File: src/rtl/acia_tx_sched_if.sv
// acia_tx_sched_if: register-side and transmitter-side signals of the ACIA
// transmit scheduler. The scheduler uses the slave modport; the driving
// environment (register interface, receive path, transmitter) uses master.
interface acia_tx_sched_if #(
  parameter int unsigned AW = 2
);
  logic          CPU_REQ;
  logic [7:0]    CPU_DATA;
  logic          CPU_ACK;
  logic          ECHO_WR;
  logic [7:0]    ECHO_DATA;
  logic          ECHO_EN;
  logic          HOLD;
  logic          TXFULL;
  logic          TXLATCH;
  logic [7:0]    TXDATA;
  logic [AW:0]   FIFO_COUNT;
  logic          FIFO_EMPTY;
  logic          FIFO_FULL;
  logic          OVERRUN;
  logic          STALL;
  logic          ERR_CLR;
  logic          IDLE;

  modport master (
    output CPU_REQ, CPU_DATA, ECHO_WR, ECHO_DATA, ECHO_EN, HOLD, TXFULL, ERR_CLR,
    input  CPU_ACK, TXLATCH, TXDATA, FIFO_COUNT, FIFO_EMPTY, FIFO_FULL,
           OVERRUN, STALL, IDLE
  );

  modport slave (
    input  CPU_REQ, CPU_DATA, ECHO_WR, ECHO_DATA, ECHO_EN, HOLD, TXFULL, ERR_CLR,
    output CPU_ACK, TXLATCH, TXDATA, FIFO_COUNT, FIFO_EMPTY, FIFO_FULL,
           OVERRUN, STALL, IDLE
  );
endinterface

File: src/rtl/acia_tx_sched.sv
// acia_tx_sched: ACIA transmit scheduler. Round-robin arbitration between a
// CPU req/ack port and a one-byte echo holding register, a DEPTH-entry FIFO,
// and a three-state drain FSM driving the TXLATCH/TXDATA/TXFULL handshake.
// Optional drain watchdog: define ACIA_TX_SCHED_WDOG_EN.
module acia_tx_sched #(
  parameter int unsigned DEPTH       = 4,
  parameter int unsigned AW          = 2,
  parameter int unsigned WDOG_CYCLES = 4096
) (
  input  logic           PHI2,
  input  logic           RESET,
  acia_tx_sched_if.slave bus
);

  if (DEPTH < 2 || (DEPTH & (DEPTH - 1)) != 0 || DEPTH != (1 << AW) || WDOG_CYCLES < 2)
  begin : g_bad_cfg
    $error("acia_tx_sched: DEPTH must be a power of 2 >= 2 equal to 2**AW, WDOG_CYCLES >= 2");
  end

  typedef enum logic [1:0] {S_IDLE, S_ACCEPT, S_DRAIN} state_t;

  state_t        r_state, w_state_nxt;
  logic [7:0]    r_mem [DEPTH];
  logic [AW-1:0] r_wptr, r_rptr;
  logic [AW:0]   r_count;
  logic          r_eh_valid;
  logic [7:0]    r_eh_data;
  logic          r_prio;      // 0: CPU wins the next contested grant
  logic [7:0]    r_txdata;
  logic          r_overrun;

  logic          w_empty, w_full, w_pop, w_push, w_can_push, w_contest;
  logic          w_cpu_gnt, w_eh_gnt, w_echo_in, w_drop;
  logic [7:0]    w_push_data;

  assign w_empty   = (r_count == '0);
  assign w_full    = (r_count == (AW+1)'(DEPTH));
  assign w_echo_in = bus.ECHO_WR && bus.ECHO_EN;
  assign w_drop    = w_echo_in && r_eh_valid && !w_eh_gnt;

`ifdef ACIA_TX_SCHED_WDOG_EN
  localparam int unsigned WW = $clog2(WDOG_CYCLES);
  logic [WW-1:0] r_wdog;
  logic          r_stall, w_stall_set;
`endif

  // Arbiter: one FIFO write per cycle; a same-cycle pop frees a full slot.
  always_comb begin
    w_can_push = !RESET && (!w_full || w_pop);
    w_contest  = bus.CPU_REQ && r_eh_valid;
    w_cpu_gnt  = 1'b0;
    w_eh_gnt   = 1'b0;
    if (w_can_push) begin
      if (w_contest) begin
        w_cpu_gnt = !r_prio;
        w_eh_gnt  = r_prio;
      end else begin
        w_cpu_gnt = bus.CPU_REQ;
        w_eh_gnt  = r_eh_valid;
      end
    end
    w_push      = w_cpu_gnt || w_eh_gnt;
    w_push_data = w_cpu_gnt ? bus.CPU_DATA : r_eh_data;
  end

  // Drain FSM next-state; the launch (pop) happens in S_IDLE.
  always_comb begin
    w_state_nxt = r_state;
    w_pop       = 1'b0;
`ifdef ACIA_TX_SCHED_WDOG_EN
    w_stall_set = 1'b0;
`endif
    unique case (r_state)
      S_IDLE: begin
        if (!w_empty && !bus.HOLD && !bus.TXFULL && !RESET) begin
          w_pop       = 1'b1;
          w_state_nxt = S_ACCEPT;
        end
      end
      S_ACCEPT: w_state_nxt = S_DRAIN;
      S_DRAIN: begin
        if (!bus.TXFULL) begin
          w_state_nxt = S_IDLE;
        end
`ifdef ACIA_TX_SCHED_WDOG_EN
        else if (r_wdog == WW'(WDOG_CYCLES - 1)) begin
          w_stall_set = 1'b1;
          w_state_nxt = S_IDLE;
        end
`endif
      end
      default: w_state_nxt = S_IDLE;
    endcase
  end

  // FSM state register.
  always_ff @(posedge PHI2) begin
    if (RESET) r_state <= S_IDLE;
    else       r_state <= w_state_nxt;
  end

  // FIFO storage; stale entries are harmless because pointers reset.
  always_ff @(posedge PHI2) begin
    if (w_push) r_mem[r_wptr] <= w_push_data;
  end

  // FIFO pointers, occupancy and the last launched byte.
  always_ff @(posedge PHI2) begin
    if (RESET) begin
      r_wptr   <= '0;
      r_rptr   <= '0;
      r_count  <= '0;
      r_txdata <= '0;
    end else begin
      if (w_push) r_wptr <= r_wptr + AW'(1);
      if (w_pop) begin
        r_rptr   <= r_rptr + AW'(1);
        r_txdata <= r_mem[r_rptr];
      end
      if (w_push && !w_pop)      r_count <= r_count + (AW+1)'(1);
      else if (!w_push && w_pop) r_count <= r_count - (AW+1)'(1);
    end
  end

  // Echo holding register, overrun flag and round-robin priority.
  always_ff @(posedge PHI2) begin
    if (RESET) begin
      r_eh_valid <= 1'b0;
      r_eh_data  <= '0;
      r_overrun  <= 1'b0;
      r_prio     <= 1'b0;
    end else begin
      if (w_echo_in && (!r_eh_valid || w_eh_gnt)) begin
        r_eh_valid <= 1'b1;
        r_eh_data  <= bus.ECHO_DATA;
      end else if (w_eh_gnt) begin
        r_eh_valid <= 1'b0;
      end
      if (bus.ERR_CLR)  r_overrun <= 1'b0;
      else if (w_drop)  r_overrun <= 1'b1;
      if (w_contest && w_push) r_prio <= !r_prio;
    end
  end

`ifdef ACIA_TX_SCHED_WDOG_EN
  // Drain watchdog: counts cycles spent in S_DRAIN, zero elsewhere.
  always_ff @(posedge PHI2) begin
    if (RESET || r_state != S_DRAIN) r_wdog <= '0;
    else                             r_wdog <= r_wdog + WW'(1);
  end

  // Sticky stall flag; clear wins over a same-cycle timeout.
  always_ff @(posedge PHI2) begin
    if (RESET || bus.ERR_CLR) r_stall <= 1'b0;
    else if (w_stall_set)     r_stall <= 1'b1;
  end

  assign bus.STALL = r_stall;
`else
  assign bus.STALL = 1'b0;
`endif

  assign bus.CPU_ACK    = w_cpu_gnt;
  assign bus.TXLATCH    = w_pop;
  assign bus.TXDATA     = w_pop ? r_mem[r_rptr] : r_txdata;
  assign bus.FIFO_COUNT = r_count;
  assign bus.FIFO_EMPTY = w_empty;
  assign bus.FIFO_FULL  = w_full;
  assign bus.OVERRUN    = r_overrun;
  assign bus.IDLE       = w_empty && !r_eh_valid && (r_state == S_IDLE);

endmodule

File: src/flat_wrapper.sv
// flat-port wrapper written by rule: the top's interface ports become plain ports
module acia_tx_sched_flat 
#(
  parameter int unsigned DEPTH       = 4,
  parameter int unsigned AW          = 2,
  parameter int unsigned WDOG_CYCLES = 4096
)
  (PHI2, RESET, bus_CPU_REQ, bus_CPU_DATA, bus_ECHO_WR, bus_ECHO_DATA, bus_ECHO_EN, bus_HOLD, bus_TXFULL, bus_ERR_CLR, bus_CPU_ACK, bus_TXLATCH, bus_TXDATA, bus_FIFO_COUNT, bus_FIFO_EMPTY, bus_FIFO_FULL, bus_OVERRUN, bus_STALL, bus_IDLE);
  acia_tx_sched_if #(.AW(AW)) bus_i ();
  input  logic PHI2;
  input  logic RESET;
  input wire logic [$bits(bus_i.CPU_REQ)-1:0] bus_CPU_REQ;
  input wire logic [$bits(bus_i.CPU_DATA)-1:0] bus_CPU_DATA;
  input wire logic [$bits(bus_i.ECHO_WR)-1:0] bus_ECHO_WR;
  input wire logic [$bits(bus_i.ECHO_DATA)-1:0] bus_ECHO_DATA;
  input wire logic [$bits(bus_i.ECHO_EN)-1:0] bus_ECHO_EN;
  input wire logic [$bits(bus_i.HOLD)-1:0] bus_HOLD;
  input wire logic [$bits(bus_i.TXFULL)-1:0] bus_TXFULL;
  input wire logic [$bits(bus_i.ERR_CLR)-1:0] bus_ERR_CLR;
  output wire logic [$bits(bus_i.CPU_ACK)-1:0] bus_CPU_ACK;
  output wire logic [$bits(bus_i.TXLATCH)-1:0] bus_TXLATCH;
  output wire logic [$bits(bus_i.TXDATA)-1:0] bus_TXDATA;
  output wire logic [$bits(bus_i.FIFO_COUNT)-1:0] bus_FIFO_COUNT;
  output wire logic [$bits(bus_i.FIFO_EMPTY)-1:0] bus_FIFO_EMPTY;
  output wire logic [$bits(bus_i.FIFO_FULL)-1:0] bus_FIFO_FULL;
  output wire logic [$bits(bus_i.OVERRUN)-1:0] bus_OVERRUN;
  output wire logic [$bits(bus_i.STALL)-1:0] bus_STALL;
  output wire logic [$bits(bus_i.IDLE)-1:0] bus_IDLE;
  assign bus_i.CPU_REQ = bus_CPU_REQ;
  assign bus_i.CPU_DATA = bus_CPU_DATA;
  assign bus_i.ECHO_WR = bus_ECHO_WR;
  assign bus_i.ECHO_DATA = bus_ECHO_DATA;
  assign bus_i.ECHO_EN = bus_ECHO_EN;
  assign bus_i.HOLD = bus_HOLD;
  assign bus_i.TXFULL = bus_TXFULL;
  assign bus_i.ERR_CLR = bus_ERR_CLR;
  assign bus_CPU_ACK = bus_i.CPU_ACK;
  assign bus_TXLATCH = bus_i.TXLATCH;
  assign bus_TXDATA = bus_i.TXDATA;
  assign bus_FIFO_COUNT = bus_i.FIFO_COUNT;
  assign bus_FIFO_EMPTY = bus_i.FIFO_EMPTY;
  assign bus_FIFO_FULL = bus_i.FIFO_FULL;
  assign bus_OVERRUN = bus_i.OVERRUN;
  assign bus_STALL = bus_i.STALL;
  assign bus_IDLE = bus_i.IDLE;
  acia_tx_sched #(.DEPTH(DEPTH), .AW(AW), .WDOG_CYCLES(WDOG_CYCLES)) u_core (.PHI2(PHI2), .RESET(RESET), .bus(bus_i));
endmodule
File: config.mk
export PLATFORM = sky130hd
export DESIGN_NAME = acia_tx_sched_flat
export DESIGN_NICKNAME = d
export VERILOG_FILES = /design/src/rtl/acia_tx_sched_if.sv /design/src/rtl/acia_tx_sched.sv /design/src/flat_wrapper.sv
export SDC_FILE = /design/constraint.sdc
export NUM_CORES = 1
export LEC_CHECK = 0
export CELL_PAD_IN_SITES_DETAIL_PLACEMENT = 2
export CELL_PAD_IN_SITES_GLOBAL_PLACEMENT = 2
export CORE_UTILIZATION = 40
export DETAILED_ROUTE_END_ITERATION = 7
export PLACE_DENSITY_LB_ADDON = 0.1
export SLEW_MARGIN = 20
export SYNTH_ARGS = -nofsm -noshare
export SYNTH_HDL_FRONTEND = slang
export SYNTH_SLANG_ARGS = --single-unit
File: constraint.sdc
create_clock -name PHI2 -period 4.5 [get_ports PHI2]
set_clock_uncertainty 0.2 [all_clocks]
set_input_delay 0.45 -clock PHI2 [delete_from_list [all_inputs] [get_ports PHI2]]
set_output_delay 0.45 -clock PHI2 [all_outputs]
set_load 0.01 [all_outputs]
==> flow_summary.json, run 1 <==
{
  "arrival_ns": 2.64,
  "numPortBuffers": 40,
  "multi_input_area_sq_mm": 0.00104,
  "tritoncts": "yes",
  "power.leakage_uw": 0.00119,
  "worstPathMaxFanout": 12,
  "io_pins": 42,
  "violations": "design-rule violations",
  "drv_cap": 0,
  "crit_required_ns": 3.85,
  "drt_iter0_markers": 63,
  "post-route-util_pct": 51.2,
  "p_clk_share_pct": 31.0,
  "worstSkewPairLatency_ns": 0.34,
  "initial_core_util_pct": 41.7,
  "layout-drive-gt1-share_pct": 17.6,
  "crit_path_cell_trace": "clkdlybuf4s50_1, or4_4, nor3_2, buf_4, mux2_2, clkdlybuf4s50_1",
  "clock-sinks": 62,
  "whs_path_depth": 1,
  "finalSetupViolCount": 0,
  "hold_path_class": "register to register",
  "crit_type": "primary input to output port",
  "clkSlewWorstSetupHoldPaths_ns": 0.07,
  "syn_inst": 191,
  "vdd_drop_max_v": 0.000191,
  "die_h_um": 83.8,
  "cts_resized": 0,
  "routedWlPerCell_um": 18.1,
  "slowest_stage": "or4_4",
  "timing.rr.start": "u_core.r_state[1]$_SDFFE_PP0P_",
  "dieArea_sq_mm": 0.00703,
  "drt_wl_total_um": 5720,
  "postRouteAntennaNets": 0,
  "min_from": "u_core.r_rptr[1]$_SDFFE_PP0N_",
  "critPathBufInv": 3,
  "cpMostUsedCell": "clkdlybuf4s50_1",
  "comb_power_share_pct": 18.2,
  "finalMaxSlewViolations": 0,
  "seqCellArea_sq_mm": 0.00156,
  "timing.slew.headroom_pct": 64.5,
  "grt_pass1_vias": 1816,
  "worst_setup_path_end_kind": "output port",
  "antenna_cells": 0,
  "ctsHoldBuffers": 0,
  "layout.nets": 263,
  "worstSetupStartpointType": "primary input",
  "syn_area_sq_mm": 0.00268,
  "grt_first_pass_wirelength_um": 9470,
  "seq_power_share_pct": 50.8,
  "route.vias.total": 1568,
  "cp_top_family": "buffers and inverters",
  "syn_nets": 221,
  "grt_usage_pct": 18.1,
  "final.period_utilization_pct": 73.1,
  "viasPerCell": 4.98,
  "cts-buffers-inserted": 9,
  "reg2regPathDepth": 8,
  "swShare_pct": 26.8,
  "cellPowerDensity_mw_per_mm2": 400,
  "finalHoldViolCount": 0,
  "synth.distinct_cells": 39,
  "r2r-end": "u_core.bus.FIFO_COUNT[2]$_SDFFE_PP0P_",
  "core_area_sq_mm": 0.00642,
  "numPlacedInstances": 299,
  "cts_buffer_depth": 2,
  "syn_avg_cell_area_sq_um": 14.0,
  "cts_setup_buffers": 0,
  "finalNonFillerCells": 315,
  "grt-ovfl-total": 0,
  "yosysSeqAreaShare_pct": 58.3,
  "grt_max_degree": 33,
  "critPathLaunch": "bus_HOLD",
  "tns_ns": 0,
  "synth_flop_cell": "edfxtp_1",
  "ys_ff_latch": 62,
  "design_area_sq_mm": 0.00329,
  "drc_errors": 1,
  "clock.fmax_ghz": 0.304,
  "dp_hpwl_um": 4320,
  "dpl_cell_area_sq_mm": 0.00313,
  "rows": 29,
  "nFillCells": 619,
  "outcome": "finished, violations left",
  "layout_min_cycle_time_ns": 3.29,
  "rsz0062_at_grt": "false",
  "critPathMaxStageDelay_ns": 0.54,
  "synthArstFlopShare_pct": 0,
  "finalWeightedCongestion": 0.745,
  "p_int_uw": 962,
  "h-tree-depth": 3,
  "firstDrtPassIters": 6,
  "clock-root-buffer": "clkbuf_8",
  "switchingPower_uw": 352,
  "reg2reg_setup_slack_ns": 1.49,
  "tightest_slew_ns": 0.532,
  "antenna_found_initial": 0,
  "area.growth.synth_to_final_pct": 22.7,
  "synth-edff-count": 32,
  "yosysWarnings": 0,
  "die-width_um": 83.8
}
==> cell usage after synthesis (2+ instances only) <==
library cell  count  area, sq um
and2b_1           6         45.0
mux4_2            8          180
buf_1             2         7.51
nor3_1            2         10.0
o21ai_0           2         10.0
xnor2_1           3         26.3
clkbuf_1          5         18.8
inv_1             5         18.8
mux2_2           10          113
nand2b_1         18          113
dfxtp_1          30          601
nor2_1            9         33.8
and2_1            5         31.3
mux2_4            6         90.1
a21oi_1           4         20.0
ha_1              5         62.6
edfxtp_1         32          961
xor2_1            2         17.5
buf_6             2         22.5
nand2_1           4         15.0
nor2b_1           3         18.8
a31oi_1           2         12.5
mux2i_1          10          100
==> power groups by stage <==
stage	clock network (uW)	logic, uW	registers, uW
after global placement	0	228	675
after global routing	443	260	673
final	407	239	667
after detailed placement	0	240	681
after CTS	420	243	668
after floorplan	0	147	667
==> worst reg2reg max path, delay by kind of cell (launching register included) <==
family / cells / cell delay, ns
xor gates and xnor gates: 1 / 0.16
and+or+nand+nor: 2 / 0.90
DFF: 1 / 0.33
adders and majority gates: 2 / 0.65
buffers and inverters: 1 / 0.06
AOI/OAI and AO/OA: 2 / 0.63
==> registers in the layout, summed over array words and instances (netlist names), named ones only <==
register,cells
u_core.bus.FIFO_COUNT,3
u_core.bus.OVERRUN,1
u_core.r_eh_data,8
u_core.r_eh_valid,1
u_core.r_mem,32
u_core.r_prio,1
u_core.r_rptr,2
u_core.r_state,2
u_core.r_txdata,8
u_core.r_wptr,2
==> layer usage <==
layer	track usage [%]	share of wire [%]	vias up
li1	-	-	760
met1	21.4	43	757
met2	31.7	52	42
met3	4.25	3.8	9
met4	7.52	1.4	0
met5	0	0	-
==> cells by family (layout without fill, tap and decap cells) <==
logic type | Yosys count | after routing | share of synthesized area (%)
other | 1 | 1 | 0.140
DFF | 62 | 62 | 58.3
muxes | 34 | 34 | 18.0
buffers and inverters | 16 | 63 | 2.99
xor gates and xnor gates | 5 | 5 | 1.64
AOI/OAI and AO/OA | 11 | 11 | 3.13
adders and majority gates | 6 | 6 | 3.08
and+or+nand+nor | 56 | 56 | 12.7
==> final cells by class <==
class                           instances  area share (%)
Clock buffer                           11            4.00
Timing Repair Buffer                   42            12.6
Clock inverter                          5           0.837
Tap cell                               77            2.93
Multi-Input combinational cell        113            31.5
Sequential cell                        62            47.5
Inverter                                5           0.571
==> placed cells by master (no fill, tap or decap), types with 2 or more instances in the layout <==
cell / synthesis / layout
mux2_4: 6 / 6
inv_1: 5 / 5
clkinv_1: 0 / 2
nor2b_1: 3 / 3
and2b_1: 6 / 6
clkinvlp_4: 0 / 2
nor3_1: 2 / 2
and2_1: 5 / 5
o21ai_0: 2 / 2
nand2b_1: 18 / 18
a31oi_1: 2 / 2
clkdlybuf4s50_1: 0 / 40
mux2i_1: 10 / 10
ha_1: 5 / 5
nor2_1: 9 / 9
dfxtp_1: 30 / 30
xnor2_1: 3 / 3
buf_4: 1 / 2
nand2_1: 4 / 4
mux4_2: 8 / 8
edfxtp_1: 32 / 32
mux2_2: 10 / 10
clkbuf_1: 5 / 2
a21oi_1: 4 / 4
clkbuf_8: 0 / 9
xor2_1: 2 / 2
==> worst max-delay path by stage <==
stage / depth (start not counted) / endpoint
after floorplan: 9 / u_core.bus.FIFO_COUNT[2]$_SDFFE_PP0P_
after global placement: 9 / u_core.bus.FIFO_COUNT[2]$_SDFFE_PP0P_
after detailed placement: 9 / u_core.bus.FIFO_COUNT[2]$_SDFFE_PP0P_
after CTS: 6 / bus_TXDATA[7]
after global routing: 6 / bus_TXDATA[7]
final: 6 / bus_TXDATA[7]
==> through the flow <==
stage	setup slack, ns	hold slack [ns]	total power (uW)
global route	1.09	0.310	1380
finish	1.21	0.267	1310
global placement	1.13	0.243	903
floorplan	1.56	0.228	814
detailed placement	1.00	0.270	921
CTS	1.19	0.278	1330
Note: power is estimated with default switching activity, not from simulation.
==> run 2, diff against run 1 <==
--- a/config.mk
+++ b/config.mk
@@ -7,7 +7,7 @@
 export LEC_CHECK = 0
 export CELL_PAD_IN_SITES_DETAIL_PLACEMENT = 2
 export CELL_PAD_IN_SITES_GLOBAL_PLACEMENT = 2
-export CORE_UTILIZATION = 40
+export CORE_UTILIZATION = 33
 export DETAILED_ROUTE_END_ITERATION = 7
 export PLACE_DENSITY_LB_ADDON = 0.1
 export SLEW_MARGIN = 20
==> constraint.sdc (replaced) <==
create_clock -name PHI2 -period 2.7 [get_ports PHI2]
set_clock_uncertainty 0.2 [all_clocks]
set_input_delay 0.27 -clock PHI2 [delete_from_list [all_inputs] [get_ports PHI2]]
set_output_delay 0.27 -clock PHI2 [all_outputs]
set_load 0.01 [all_outputs]
==> run 2 against run 1 <==
The run now ends clean; count of clock-buffer cells in the layout fell by 1; sequential power is 63% higher; global-route usage fell by 2.3 points; die area up 21%; clock power increased by 94%; register-to-register slack worse by 1.4 ns; non-clock buffer count is 23 higher; largest power group unchanged.
==> flow_summary.json, run 2 (synthesized netlist as in run 1, its figures left out) <==
{
  "outcome": "complete, no violations",
  "power.leakage_uw": 0.00139,
  "finalSetupViolCount": 0,
  "firstDrtPassIters": 4,
  "cellPowerDensity_mw_per_mm2": 667,
  "h-tree-depth": 3,
  "clkSlewWorstSetupHoldPaths_ns": 0.07,
  "tritoncts": "yes",
  "regMostFlops": "u_core.r_mem",
  "largest_register_ffs": 32,
  "crit_path_cell_trace": "or4_4, a311oi_4, ha_2, inv_2, fa_2, xor2_1, or3_1, a21oi_1",
  "final.period_utilization_pct": 96.5,
  "route.vias.total": 1705,
  "final_common_cell": "edfxtp_1",
  "clock.fmax_ghz": 0.384,
  "cp_top_family": "simple AND/OR/NAND/NOR gates",
  "post-place-ws_ns": -0.336,
  "io_pins": 42,
  "design_area_sq_mm": 0.00356,
  "drv_cap": 0,
  "hold_slack_ns": 0.0755,
  "worstPathMaxFanout": 3,
  "top_regs": "u_core.r_mem: 32 flops, u_core.r_eh_data: 8 flops, u_core.r_txdata: 8 flops",
  "core_area_sq_mm": 0.00781,
  "rows": 32,
  "postRouteAntennaNets": 0,
  "layout_min_cycle_time_ns": 2.61,
  "antenna_cells": 0,
  "grt_pass1_vias": 1928,
  "grt_max_degree": 40,
  "power_uw": 2380,
  "ctsHoldBuffers": 0,
  "nFillCells": 783,
  "layout-drive-gt1-share_pct": 30.3,
  "clock-root-buffer": "clkbuf_8",
  "area.growth.synth_to_final_pct": 32.9,
  "worstSkewPairLatency_ns": 0.33,
  "cts_buffer_depth": 2,
  "most-common-layout-cells": "edfxtp_1, dfxtp_1, clkdlybuf4s50_1",
  "die-width_um": 92.1,
  "numPortBuffers": 40,
  "drt_wl_total_um": 6050,
  "dp_hpwl_um": 4420,
  "routedWlPerCell_um": 16.7,
  "critPathMaxStageDelay_ns": 0.56,
  "critPathBufInv": 1,
  "rsz0062_at_grt": "true",
  "antenna_found_initial": 0,
  "reg2regPathDepth": 8,
  "tns_ns": 0,
  "setup_slack_ns": 0.0941,
  "worst_setup_path_end_kind": "register",
  "cts-buffers-inserted": 9,
  "grt_first_pass_wirelength_um": 9980,
  "viasPerCell": 4.70,
  "finalWeightedCongestion": 0.726,
  "whs_path_depth": 3,
  "clock-sinks": 62,
  "vdd_drop_max_v": 0.000285,
  "die_h_um": 92.1,
  "drc_errors": 0,
  "dpl_cell_area_sq_mm": 0.00334,
  "slowest_stage": "or4_4",
  "grt_usage_pct": 15.8,
  "hold_path_class": "primary input to register",
  "worstSetupStartpointType": "register",
  "cp.depth": 8,
  "drt_iter0_markers": 51,
  "finalMaxSlewViolations": 0,
  "layout.nets": 286,
  "grt-ovfl-total": 0,
  "crit_type": "register to register",
  "crit_required_ns": 2.76,
  "arrival_ns": 2.66,
  "dieArea_sq_mm": 0.00848,
  "initial_core_util_pct": 34.3,
  "finalHoldViolCount": 0
}
==> run 2: cell types whose count changed in the layout (fill, tap and decap cells not counted), moves of 2 or more <==
cell,previous run,this run
dlymetal6s2s_1,0,2
dlygate4sd2_1,0,2
buf_4,2,20
buf_12,0,5
buf_2,0,8
clkdlybuf4s50_1,40,28
==> run 2: what timing repair did <==
item,4_1_cts,5_1_grt
setup buffers,8,0
endpoints found under the setup margin,10,8
resized for setup,35,2
pin swaps,2,1
==> run 2: metal layers <==
layer,vias to the layer above,wire (um),share of wire [%],track usage (%)
li1,805,-,-,-
met5,-,0,0,0
met4,0,59,0.97,6.25
met1,848,2550,42,18.0
met3,7,218,3.6,3.73
met2,45,3220,53,28.5
==> run 2: worst min-delay path: stages <==
cell and delay, ns:
dlymetal6s2s_1 0.13, nand3b_1 0.09, a21oi_1 0.06
==> run 2: worst paths after layout <==
check                                                      from                               endpoint  slack, ns
worst min register to register  u_core.bus.OVERRUN$_SDFFE_PP0P_        u_core.bus.OVERRUN$_SDFFE_PP0P_       0.28
worst min-delay path                                 bus_TXFULL         u_core.r_state[1]$_SDFFE_PP0P_       0.08
worst max register to register   u_core.r_state[0]$_SDFFE_PP0P_  u_core.bus.FIFO_COUNT[2]$_SDFFE_PP0P_       0.09
worst max-delay path             u_core.r_state[0]$_SDFFE_PP0P_  u_core.bus.FIFO_COUNT[2]$_SDFFE_PP0P_       0.09
==> run 2: report_power, final <==
part           switching [uW]  internal, uW
Combinational             222           270
Clock                     366           423
Sequential               33.5          1060
==> run 2: metrics by stage <==
stage                     instances  util (%)
final                           363      45.6
after global routing            363      45.6
after CTS                       363      45.5
after detailed placement        339      42.8
after global placement          339      42.8
after floorplan                 191         -
==> run 2: cell type report <==
class                   count  area (sq um)  share of cell area (%)
well taps                 102           128                    3.58
clock inverters             6          62.6                    1.76
flip-flops and latches     62          1560                    43.9
clock buffers              10           128                    3.58
repair buffers             65           613                    17.2
inverters                   5          18.8                   0.527
multi-input cells         113          1050                    29.4
